==> src/rtl/stage_object_scanner_if.sv <==
// Stream/bus bundle between the stage generator buses, the scanner and its consumer.
// The master modport is the scanner side; slave is the driver/consumer side.
interface stage_object_scanner_if #(
    parameter int unsigned N  = 64,
    parameter int unsigned W  = 13,
    parameter int unsigned SW = 2,
    parameter int unsigned IW = 6
);
    logic              start;
    logic [W-1:0]      camera_x;
    logic [N*W-1:0]    obj_x;
    logic [N*W-1:0]    obj_y;
    logic [N*SW-1:0]   obj_state;
    logic              out_valid;
    logic              out_ready;
    logic [IW-1:0]     out_index;
    logic [W:0]        out_x;
    logic [W-1:0]      out_y;
    logic [SW-1:0]     out_state;
    logic              busy;
    logic              done;
    logic [IW:0]       count;

    modport master (
        input  start, camera_x, obj_x, obj_y, obj_state, out_ready,
        output out_valid, out_index, out_x, out_y, out_state, busy, done, count
    );

    modport slave (
        output start, camera_x, obj_x, obj_y, obj_state, out_ready,
        input  out_valid, out_index, out_x, out_y, out_state, busy, done, count
    );
endinterface

==> src/rtl/stage_object_scanner.sv <==
// Walks the packed stage-object slots one per cycle and streams out every slot
// inside the camera window, with x converted to screen-relative coordinates.
module stage_object_scanner #(
    parameter int unsigned N      = 64,
    parameter int unsigned W      = 13,
    parameter int unsigned SW     = 2,
    parameter int unsigned IW     = 6,
    parameter int unsigned VIEW_W = 640,
    parameter int unsigned OBJ_W  = 40
) (
    input logic                    clk,
    input logic                    rst,
    stage_object_scanner_if.master bus
);
    localparam int unsigned W1 = W + 1;
    localparam int unsigned CW = IW + 1;

    typedef enum logic [1:0] {
        S_IDLE,
        S_SCAN,
        S_DRAIN
    } state_e;

    state_e          state_q, state_d;
    logic [IW-1:0]   idx_q, idx_d;
    logic [W-1:0]    cam_q, cam_d;
    logic            out_valid_q, out_valid_d;
    logic [IW-1:0]   out_index_q, out_index_d;
    logic [W1-1:0]   out_x_q, out_x_d;
    logic [W-1:0]    out_y_q, out_y_d;
    logic [SW-1:0]   out_state_q, out_state_d;
    logic            busy_q, busy_d;
    logic            done_q, done_d;
    logic [CW-1:0]   count_q, count_d;

    logic [W-1:0]    slot_x, slot_y;
    logic [SW-1:0]   slot_state;
    logic [W1-1:0]   x_ext, cam_ext;
    logic            slot_enabled, slot_visible, out_free;

    // Current slot fields and the one-extra-bit window compare (no wrap near 2^W-1)
    always_comb begin
        slot_x       = bus.obj_x[32'(idx_q) * W +: W];
        slot_y       = bus.obj_y[32'(idx_q) * W +: W];
        slot_state   = bus.obj_state[32'(idx_q) * SW +: SW];
        x_ext        = {1'b0, slot_x};
        cam_ext      = {1'b0, cam_q};
        slot_enabled = (slot_x != '0) || (slot_y != '0);
        slot_visible = slot_enabled
                    && ((x_ext + W1'(OBJ_W)) > cam_ext)
                    && (x_ext < (cam_ext + W1'(VIEW_W)));
        out_free     = !out_valid_q || bus.out_ready;
    end

    always_comb begin
        state_d     = state_q;
        idx_d       = idx_q;
        cam_d       = cam_q;
        out_valid_d = out_valid_q;
        out_index_d = out_index_q;
        out_x_d     = out_x_q;
        out_y_d     = out_y_q;
        out_state_d = out_state_q;
        busy_d      = busy_q;
        done_d      = 1'b0;
        count_d     = count_q;

        case (state_q)
            S_IDLE: begin
                if (bus.start) begin
                    cam_d   = bus.camera_x;
                    idx_d   = '0;
                    count_d = '0;
                    busy_d  = 1'b1;
                    state_d = S_SCAN;
                end
            end
            S_SCAN: begin
                // A stalled consumer freezes the walk so no entry is lost
                if (out_free) begin
                    if (slot_visible) begin
                        out_valid_d = 1'b1;
                        out_index_d = idx_q;
                        out_x_d     = x_ext - cam_ext;
                        out_y_d     = slot_y;
                        out_state_d = slot_state;
                        count_d     = count_q + CW'(1);
                    end else begin
                        out_valid_d = 1'b0;
                    end
                    idx_d = idx_q + IW'(1);
                    if (idx_q == IW'(N - 1)) begin
                        state_d = S_DRAIN;
                    end
                end
            end
            S_DRAIN: begin
                if (out_free) begin
                    out_valid_d = 1'b0;
                    done_d      = 1'b1;
                    busy_d      = 1'b0;
                    state_d     = S_IDLE;
                end
            end
            default: state_d = S_IDLE;
        endcase
    end

    always_ff @(posedge clk or posedge rst) begin
        if (rst) begin
            state_q     <= S_IDLE;
            idx_q       <= '0;
            cam_q       <= '0;
            out_valid_q <= 1'b0;
            out_index_q <= '0;
            out_x_q     <= '0;
            out_y_q     <= '0;
            out_state_q <= '0;
            busy_q      <= 1'b0;
            done_q      <= 1'b0;
            count_q     <= '0;
        end else begin
            state_q     <= state_d;
            idx_q       <= idx_d;
            cam_q       <= cam_d;
            out_valid_q <= out_valid_d;
            out_index_q <= out_index_d;
            out_x_q     <= out_x_d;
            out_y_q     <= out_y_d;
            out_state_q <= out_state_d;
            busy_q      <= busy_d;
            done_q      <= done_d;
            count_q     <= count_d;
        end
    end

    assign bus.out_valid = out_valid_q;
    assign bus.out_index = out_index_q;
    assign bus.out_x     = out_x_q;
    assign bus.out_y     = out_y_q;
    assign bus.out_state = out_state_q;
    assign bus.busy      = busy_q;
    assign bus.done      = done_q;
    assign bus.count     = count_q;
endmodule

==> src/flat_wrapper.sv <==
// flat-port wrapper written by rule: the top's interface ports become plain ports
module stage_object_scanner_flat 
#(
    parameter int unsigned N      = 64,
    parameter int unsigned W      = 13,
    parameter int unsigned SW     = 2,
    parameter int unsigned IW     = 6,
    parameter int unsigned VIEW_W = 640,
    parameter int unsigned OBJ_W  = 40
)
  (clk, rst, bus_start, bus_camera_x, bus_obj_x, bus_obj_y, bus_obj_state, bus_out_ready, bus_out_valid, bus_out_index, bus_out_x, bus_out_y, bus_out_state, bus_busy, bus_done, bus_count);
  stage_object_scanner_if #(.N(N), .W(W), .SW(SW), .IW(IW)) bus_i ();
  input logic clk;
  input logic rst;
  input wire logic [$bits(bus_i.start)-1:0] bus_start;
  input wire logic [$bits(bus_i.camera_x)-1:0] bus_camera_x;
  input wire logic [$bits(bus_i.obj_x)-1:0] bus_obj_x;
  input wire logic [$bits(bus_i.obj_y)-1:0] bus_obj_y;
  input wire logic [$bits(bus_i.obj_state)-1:0] bus_obj_state;
  input wire logic [$bits(bus_i.out_ready)-1:0] bus_out_ready;
  output wire logic [$bits(bus_i.out_valid)-1:0] bus_out_valid;
  output wire logic [$bits(bus_i.out_index)-1:0] bus_out_index;
  output wire logic [$bits(bus_i.out_x)-1:0] bus_out_x;
  output wire logic [$bits(bus_i.out_y)-1:0] bus_out_y;
  output wire logic [$bits(bus_i.out_state)-1:0] bus_out_state;
  output wire logic [$bits(bus_i.busy)-1:0] bus_busy;
  output wire logic [$bits(bus_i.done)-1:0] bus_done;
  output wire logic [$bits(bus_i.count)-1:0] bus_count;
  assign bus_i.start = bus_start;
  assign bus_i.camera_x = bus_camera_x;
  assign bus_i.obj_x = bus_obj_x;
  assign bus_i.obj_y = bus_obj_y;
  assign bus_i.obj_state = bus_obj_state;
  assign bus_i.out_ready = bus_out_ready;
  assign bus_out_valid = bus_i.out_valid;
  assign bus_out_index = bus_i.out_index;
  assign bus_out_x = bus_i.out_x;
  assign bus_out_y = bus_i.out_y;
  assign bus_out_state = bus_i.out_state;
  assign bus_busy = bus_i.busy;
  assign bus_done = bus_i.done;
  assign bus_count = bus_i.count;
  stage_object_scanner #(.N(N), .W(W), .SW(SW), .IW(IW), .VIEW_W(VIEW_W), .OBJ_W(OBJ_W)) u_core (.clk(clk), .rst(rst), .bus(bus_i));
endmodule
==> config.mk <==
export PLATFORM = sky130hd
export DESIGN_NAME = stage_object_scanner_flat
export DESIGN_NICKNAME = d
export VERILOG_FILES = /design/src/rtl/stage_object_scanner_if.sv /design/src/rtl/stage_object_scanner.sv /design/src/flat_wrapper.sv
export SDC_FILE = /design/constraint.sdc
export NUM_CORES = 1
export LEC_CHECK = 0
export BUFFER_PORTS_ARGS = -buffer_cell sky130_fd_sc_hd__buf_4
export CAP_MARGIN = 30
export CORE_AREA = 2 2 712 714
export CTS_CLUSTER_DIAMETER = 50
export DETAILED_ROUTE_END_ITERATION = 16
export DIE_AREA = 0 0 714 716
export HOLD_SLACK_MARGIN = 0.03
export SETUP_SLACK_MARGIN = 0.5
export SLEW_MARGIN = 20
export SYNTH_ARGS = -nofsm -noshare
export SYNTH_HDL_FRONTEND = slang
export SYNTH_SLANG_ARGS = --single-unit
export TNS_END_PERCENT = 30
==> constraint.sdc <==
create_clock -name clk -period 6.43 [get_ports clk]
set_input_delay 0.643 -clock clk [delete_from_list [all_inputs] [get_ports clk]]
set_output_delay 0.643 -clock clk [all_outputs]
set_load 0.005 [all_outputs]
# After elaboration in Yosys (flattened, before gate mapping)
# Cells that the tools add are included.
# classes
add_sub_neg	5
n_mul	1
order_cmp	2
n_eq_ne	8
n_shift	3
muxes	20
n_reduce_logical	18
# op_table
op	count
$shiftx 832x11->13	2
$shiftx 128x8->2	1
$reduce_bool 13->1	2
$mux 7	3
$add 13x10->14 const B	1
$add 13x6->14 const B	1
$gt 14x13->1	1
$lt 13x14->1	1
$pmux 7 s2	1
$sub 13x13->14	1
$mux 6	2
$pmux 6 s2	1
$reduce_and 3->1	4
$mul 6x4->10 const B	1
$mux 2	4
$ne 2x1->1 const B	4
$reduce_and 4->1	2
$add 7x1->7 const B	1
$add 6x1->6 const B	1
$eq 6x6->1 const B	1
$mux 1	6
$pmux 2 s3	1
$reduce_bool 2->1	3
$pmux 1 s2	2
other kinds (8)	10
# totals
reg_bits	66
inputBits	1809
elab_cells	68

# Depth between registers and ports, before layout
# Gate-level depths: netlist of the first run.
# logic_depth
word_depth	9
ltp_mapped	27
depth_no_buf	18

# Worst setup path before layout of the first run
# Ideal clock, no wire load.
# synth_timing
path_type	flip-flop to flip-flop
startpoint	register u_core.idx_q[1]
endpoint	register u_core.out_index_q[0], in the netlist u_core.bus.out_index[0]
setup_ns	0.125
arrival_time_ns	4.903
required_time_ns	6.305
path_slack_ns	1.401
stages_incl_launch_ff	25
period_less_slack_ns	5.029
cell_sequence	dfrtp_1 -> buf_4 -> buf_6 -> buf_6 -> buf_6 -> buf_4 -> buf_2 -> mux2i_1 -> mux4_2 -> a22oi_1 -> o21ai_0 -> o21ai_0 -> a21oi_1 -> or2_2 -> xnor2_1 -> ha_1 -> a21o_1 -> a21o_1 -> a21oi_1 -> nor2b_1 -> o41ai_1 -> a21oi_2 -> nand2_4 -> buf_12 -> mux2_4
# synth_between
elab_chain_cells	7
elab_cells_between_ends	12
# synth_rtl
item	line_no	text
from (decl)	stage_object_scanner.sv:25	logic [IW-1:0] idx_q, idx_d;
from (signal assigned)	stage_object_scanner.sv:124	idx_q <= idx_d;
$mul 6x4->10 *	stage_object_scanner.sv:43, stage_object_scanner.sv:44	
$shiftx 832x11->13 (on tied branches)	stage_object_scanner.sv:43, stage_object_scanner.sv:44	
$add 13x6->14 / $reduce_bool 13->1 (equally long branches)	stage_object_scanner.sv:50, stage_object_scanner.sv:48	
$gt 14x13->1 / $logic_or 1x1->1 (equally long branches)	stage_object_scanner.sv:50, stage_object_scanner.sv:48	
$logic_and 1x1->1	stage_object_scanner.sv:50	&& ((x_ext + W1'(OBJ_W)) > cam_ext)
$logic_and 1x1->1 *	stage_object_scanner.sv:51	&& (x_ext < (cam_ext + W1'(VIEW_W)));
$reduce_and 3->1 (no line) *	n/a	
to (signal assigned)	stage_object_scanner.sv:127	out_index_q <= out_index_d;
to (decl)	stage_object_scanner.sv:28	logic [IW-1:0] out_index_q, out_index_d;
# Every way passes the cells marked *; elsewhere a longest branch is shown, timed or not.
# A chain may end at the register's enable or synchronous reset.

# Worst setup path after layout of the first run
# layout_timing
startpoint	register u_core.idx_q[1]
endpoint	register u_core.out_index_q[2], in the netlist u_core.bus.out_index[2]
# The elaborated chain is that of the path after synthesis.

==> qor.txt, run 1 <==
average instance area after synthesis - 12.1 um2
cells along the critical path - buf_12, mux2i_1, a22oi_1, a21oi_1, a2111oi_4, a2bb2oi_1, buf_4, o21bai_1, nor2_1, xor2_1, ha_1, and3_1, nand3_1, a21oi_1, o41ai_1, a21oi_2, nand2_4, buf_12, mux2_2
Final WS setup - 0.613 ns
total gr overflow - 0
status - complete, no violations
initial antenna violation count - 224
root buffer cell - clkbuf_16
DR WL/cell - 31.6 um
slew margin rel. - 15.0%
GP Congestion - 0.923
FF-to-FF path depth - 19
clk buf depth - 2
Lkg Pwr - 16.8 nW
HPWL after detailed placement - 298 mm
DIE AREA - 0.511 mm2
Initial Util - 3.78%
buffers plus inverters on the worst setup path - 3
area occupied by registers - 0.00167 mm2
port bufs - 1853
Crit path depth - 19
Area Overhead vs Synth - 127%
FP Rows - 261
Worst Tran Pin Value - 1.24 ns
Crit. Startpoint - u_core.idx_q[1]
CTS tree - built
CP endpoint - u_core.bus.out_index[2]
crit share post-route - 90.5%
Synth Instances - 1572
max-slew violation count - 0
critical path class - flip-flop to flip-flop
RSZ-0062 raised after global routing - false
remaining antenna violation count - 0
Mapped Nets - 3416
min Tclk post-route - 5.82 ns
register area share after synthesis - 8.69%
EDFF count, synth - 0
Peak supply drop - 0.374 mV
pin count of the biggest net entering global routing - 80
crit path max fanout - 60
vias in the first global route - 26700
PwrDens - 488 mW/mm2
commonest non-fill, non-tap cells in the layout - buf_4, mux4_2, mux2i_1
Synth Flop Type - dfrtp_1
Layout Nets - 5339
drt via density - 2.57
Reg clk slew, reported paths - 0.08 ns
CTS buffer count - 9
family with the most delay on the worst path - compound AO/OA/AOI/OAI gates
Die Height - 716 um
startpoint types - flip-flop
Post-Syn Area - 0.0190 mm2
Die Wd - 714 um
Setup crit end kind - flip-flop
pre-CTS setup slack - -0.364 ns
RR Startpoint - u_core.idx_q[1]
commonest non-fill, non-tap cell in the layout - buf_4
post-route total power - 21.1 mW
Post-synth ARST share - 100%
1st-iter DRT viols - 2304
Synth Register Bits - 66
I/O pin count - 1854
CP required - 6.70 ns
vias - 26400
CP max stage cell - mux2i_1
Setup-failing EPs final - 0
final wirelength - 325 mm
Final Skew - 0.0217 ns
Max Clk Rate - 172 MHz
reg-to-reg slack, setup - 0.61 ns
Critical R2R Capture - u_core.bus.out_index[2]
type of the worst min-delay path - input pin to asynchronous set/reset pin
synth warn - 0
Sink Count - 66
htree depth - 3
Slowest Stage Delay on Critical Path - 1.06 ns
Unique masters post-synth - 81
core area - 0.504 mm2
Max-Cap Viols - 0
GRT Total Usage - 12.0%
crit path DAT - 6.08 ns
Initial DRT Pass Iterations - 5
global-route wire length before repair - 376 mm
Worst-Skew Late Latency - 0.39 ns
layout cells sized above 1 - 74.6%
FILL cells - 58800
Multi-input gate area - 0.0163 mm2
DRC viols - 0
Final Hold Viols - 0
-- per-layer routing --
layer / track usage [%] / wire (um) / part of all wire [%]
met5: 1.11 / 714 / 0.22
met4: 2.00 / 6430 / 2.0
met3: 5.87 / 38500 / 12
met1: 14.3 / 128000 / 39
met2: 19.6 / 151000 / 47
-- cells in the mapped netlist (all sizes together) (7+ instances only) --
library cell,number,share of area (%)
clkbuf,42,0.91
o221ai,18,0.83
mux4,407,49
and2,9,0.30
xnor2,17,0.78
nand4,13,0.46
mux2i,163,8.6
a21oi,48,1.3
ha,34,2.2
nand3,31,0.82
a211oi,19,0.75
nor2b,27,0.89
xor2,8,0.37
o21ai,47,1.2
nor2,64,1.3
o22ai,10,0.33
nand2b,13,0.43
nand2,86,1.7
a221oi,26,1.3
o21a,7,0.28
a31oi,19,0.63
nor3,21,0.55
a22oi,74,2.9
a22o,19,0.88
inv,34,0.67
buf,131,6.0
and3,9,0.30
dfrtp,66,8.7
mux2,36,2.6
-- worst register-to-register path, stage by stage, from the launching register on --
cell and delay, ns:
dfrtp_4 0.58, buf_12 0.31, mux2i_1 1.21, a22oi_1 0.30, a21oi_1 0.39, a2111oi_4 0.13, a2bb2oi_1 0.19, buf_4 0.18
o21bai_1 0.16, nor2_1 0.09, xor2_1 0.15, ha_1 0.30, and3_1 0.19, nand3_1 0.12, a21oi_1 0.07, o41ai_1 0.38
a21oi_2 0.18, nand2_4 0.18, buf_12 0.20, mux2_2 0.38
-- how the worst min path moves through the flow --
stage / depth (start not counted) / endpoint / start / slack, ns
after floorplan: 2 / u_core.cam_q[0] / u_core.cam_q[0] / 0.45
after global placement: 1 / u_core.state_q[0] / u_core.state_q[1] / 0.50
after detailed placement: 1 / u_core.state_q[0] / u_core.state_q[1] / 0.51
after CTS: 2 / u_core.bus.out_index[4] / rst / 0.27
after global routing: 2 / u_core.bus.count[3] / rst / 0.27
final: 2 / u_core.bus.count[4] / rst / 0.25
-- repair_timing --
action,CTS,global route
resized for setup,14,12
hold buffers,0,0
setup endpoints to repair,43,33
pin swaps,2,2
setup buffers,22,5
gates cloned,0,2
-- state kept, by name, indices dropped and copies added, names as in the netlist --
name                  count
u_core.cam_q             13
u_core.bus.out_y         13
u_core.bus.out_index      6
u_core.bus.done           1
u_core.bus.out_x         14
u_core.idx_q              6
u_core.state_q            2
u_core.bus.out_valid      1
u_core.bus.count          7
u_core.bus.out_state      2
u_core.bus.busy           1
-- per-stage QoR --
step	setup TNS (ns)	util, %	instances	hold WS [ns]	cell area, um2
CTS	0	8.50	10200	0.266	42800
finish	0	8.58	10300	0.249	43200
floorplan	0	-	1572	0.452	19000
detailed placement	-10.17	8.37	10200	0.507	42200
global route	0	8.56	10300	0.266	43100
global placement	-21.81	8.33	10100	0.503	41900
-- where the power goes --
| group | total [mW] | switching [mW] | internal, mW |
|---|---|---|---|
| clock network | 0.592 | 0.242 | 0.349 |
| logic | 19.5 | 11.9 | 7.66 |
| registers | 0.984 | 0.320 | 0.664 |
| total | 21.1 | 12.4 | 8.67 |
-- kinds of logic after synthesis --
logic type                 count (synthesis)  share of synthesized area [%]
adders and majority gates                 35                           2.34
xor gates and xnor gates                  25                           1.15
muxes                                    606                           59.8
buffers and inverters                    207                           7.60
AOI/OAI and AO/OA                        333                           12.5
and+or+nand+nor                          300                           7.88
DFF                                       66                           8.69
-- final cells by class --
class,count,area share (%)
multi-input cells,1299,37.8
repair buffers,2085,37.4
well taps,6706,19.4
flip-flops and latches,66,3.88
clock buffers,11,0.562
diodes,82,0.475
inverters,34,0.324
clock inverters,5,0.180
Power figures use the tool's default switching activity.
==> run 2: changes to the inputs <==
==> constraint.sdc (replaced) <==
create_clock -name clk -period 5.4 [get_ports clk]
set_input_delay 0.54 -clock clk [delete_from_list [all_inputs] [get_ports clk]]
set_output_delay 0.54 -clock clk [all_outputs]
set_load 0.005 [all_outputs]
==> qor.txt, run 2 (synthesis gave the netlist of run 1 again) <==
status - complete, no violations
PwrDens - 649 mW/mm2
post-route total power - 29.9 mW
max reg flops - 14
total gr overflow - 0
layout cells sized above 1 - 76.8%
vias - 27500
GRT Total Usage - 12.2%
Initial Util - 3.78%
slew margin rel. - 25.6%
Slowest Stage Delay on Critical Path - 0.51 ns
Max Clk Rate - 186 MHz
vias in the first global route - 27700
min Tclk post-route - 5.38 ns
Initial DRT Pass Iterations - 5
initial antenna violation count - 248
Worst-Skew Late Latency - 0.43 ns
Reg clk slew, reported paths - 0.10 ns
Area Overhead vs Synth - 142%
Layout Nets - 5578
worst hold slack - 0.194 ns
Final Hold Viols - 0
Die Wd - 714 um
commonest non-fill, non-tap cells in the layout - buf_4, mux4_2, mux2i_1
GP Congestion - 0.944
Setup crit end kind - flip-flop
FILL cells - 58500
final wirelength - 329 mm
FP Rows - 261
RSZ-0062 raised after global routing - true
clk buf depth - 2
Die Height - 716 um
startpoint types - flip-flop
1st-iter DRT viols - 2508
DRC viols - 0
CTS tree - built
htree depth - 3
DR WL/cell - 31.3 um
port bufs - 1853
drt via density - 2.61
HPWL after detailed placement - 304 mm
I/O pin count - 1854
Worst Tran Pin Value - 1.08 ns
Most common cell on crit path - buf_12
CTS buffer count - 9
Sink Count - 66
type of the worst min-delay path - input pin to asynchronous set/reset pin
Final Skew - 0.0347 ns
Peak supply drop - 0.395 mV
Max-Cap Viols - 0
remaining antenna violation count - 0
Lkg Pwr - 18.3 nW
DIE AREA - 0.511 mm2
crit share post-route - 99.6%
core area - 0.504 mm2
crit path DAT - 5.66 ns
Finished Layout Cells - 10500
commonest non-fill, non-tap cell in the layout - buf_4
critical path class - flip-flop to flip-flop
CP required - 5.68 ns
CP max stage cell - dfrtp_4
placed cells - 10400
fin util - 9.13%
Setup-failing EPs final - 0
root buffer cell - clkbuf_16
global-route wire length before repair - 384 mm
max-slew violation count - 0
pin count of the biggest net entering global routing - 51
crit path max fanout - 8
## run 2: cell types whose count changed in the layout (fill, tap and decap cells not counted), sizes merged
cell      change
buf         +236
bufbuf        +3
bufinv        -1
clkbuf        -2
clkinvlp      +1
diode         -5
inv           +2
## run 2: layout make-up
type | count | area (um2) | share of cell area (%)
clock inverter | 7 | 76.3 | 0.166
inverter | 34 | 141 | 0.307
antenna | 77 | 193 | 0.419
timing repair buffer | 2324 | 18800 | 40.9
sequential | 66 | 1670 | 3.64
multi-input combinational | 1299 | 16500 | 35.8
clock buffer | 9 | 225 | 0.490
tap | 6706 | 8390 | 18.2
## run 2: worst paths after layout
path                                 startpoint                   end  slack (ns)  cells after the start
min in group clk                bus_camera_x[7]       u_core.cam_q[7]        0.33                      3
max in group asynchronous                   rst   u_core.bus.out_x[3]        4.13                      3
setup / recovery                u_core.idx_q[1]   u_core.bus.out_x[6]        0.02                     25
setup reg to reg                u_core.idx_q[1]   u_core.bus.out_x[6]        0.02                     25
hold / removal                              rst       u_core.cam_q[3]        0.19                      2
hold reg to reg            u_core.bus.out_valid  u_core.bus.out_valid        0.51                      2
## run 2: stage by stage
| stage | setup TNS [ns] | instance area (um2) | setup WS (ns) |
|---|---|---|---|
| after floorplan | 0 | 19000 | 0.506 |
| after global placement | -58.68 | 44200 | -1.42 |
| after detailed placement | -31.03 | 44300 | -0.786 |
| after CTS | -1.05 | 45400 | -0.0646 |
| after global routing | -3.13 | 45900 | -0.103 |
| final | 0 | 46000 | 0.0241 |
## run 2: worst max-delay path: cells and delay by family (launching register included)
kind	cells	cell delay [ns]
compound gates	6	1.37
xor+xnor	1	0.16
fa+ha+maj	1	0.27
buf+inv	9	1.44
flops	1	0.51
mux	1	0.30
simple gates	7	1.10
## run 2: power breakdown
part	switching [mW]	internal [mW]	total (mW)
sequential	0.272	0.793	1.06
combinational	15.7	12.4	28.1
clock	0.326	0.361	0.687
## run 2: timing repair
action | 4_1_cts | 5_1_grt
gates resized for setup | 78 | 31
endpoints found under the setup margin | 43 | 43
cloned | 5 | 2
hold buffers | 0 | 0
setup buffers | 38 | 22
pin swaps | 19 | 19
## run 2: metal layers
layer / part of all wire [%] / vias up / GRT usage, %
li1: - / 11200 / -
met1: 42 / 13900 / 15.5
met2: 46 / 1831 / 19.8
met3: 9.4 / 412 / 4.44
met4: 2.3 / 116 / 2.41
met5: 0.24 / - / 0
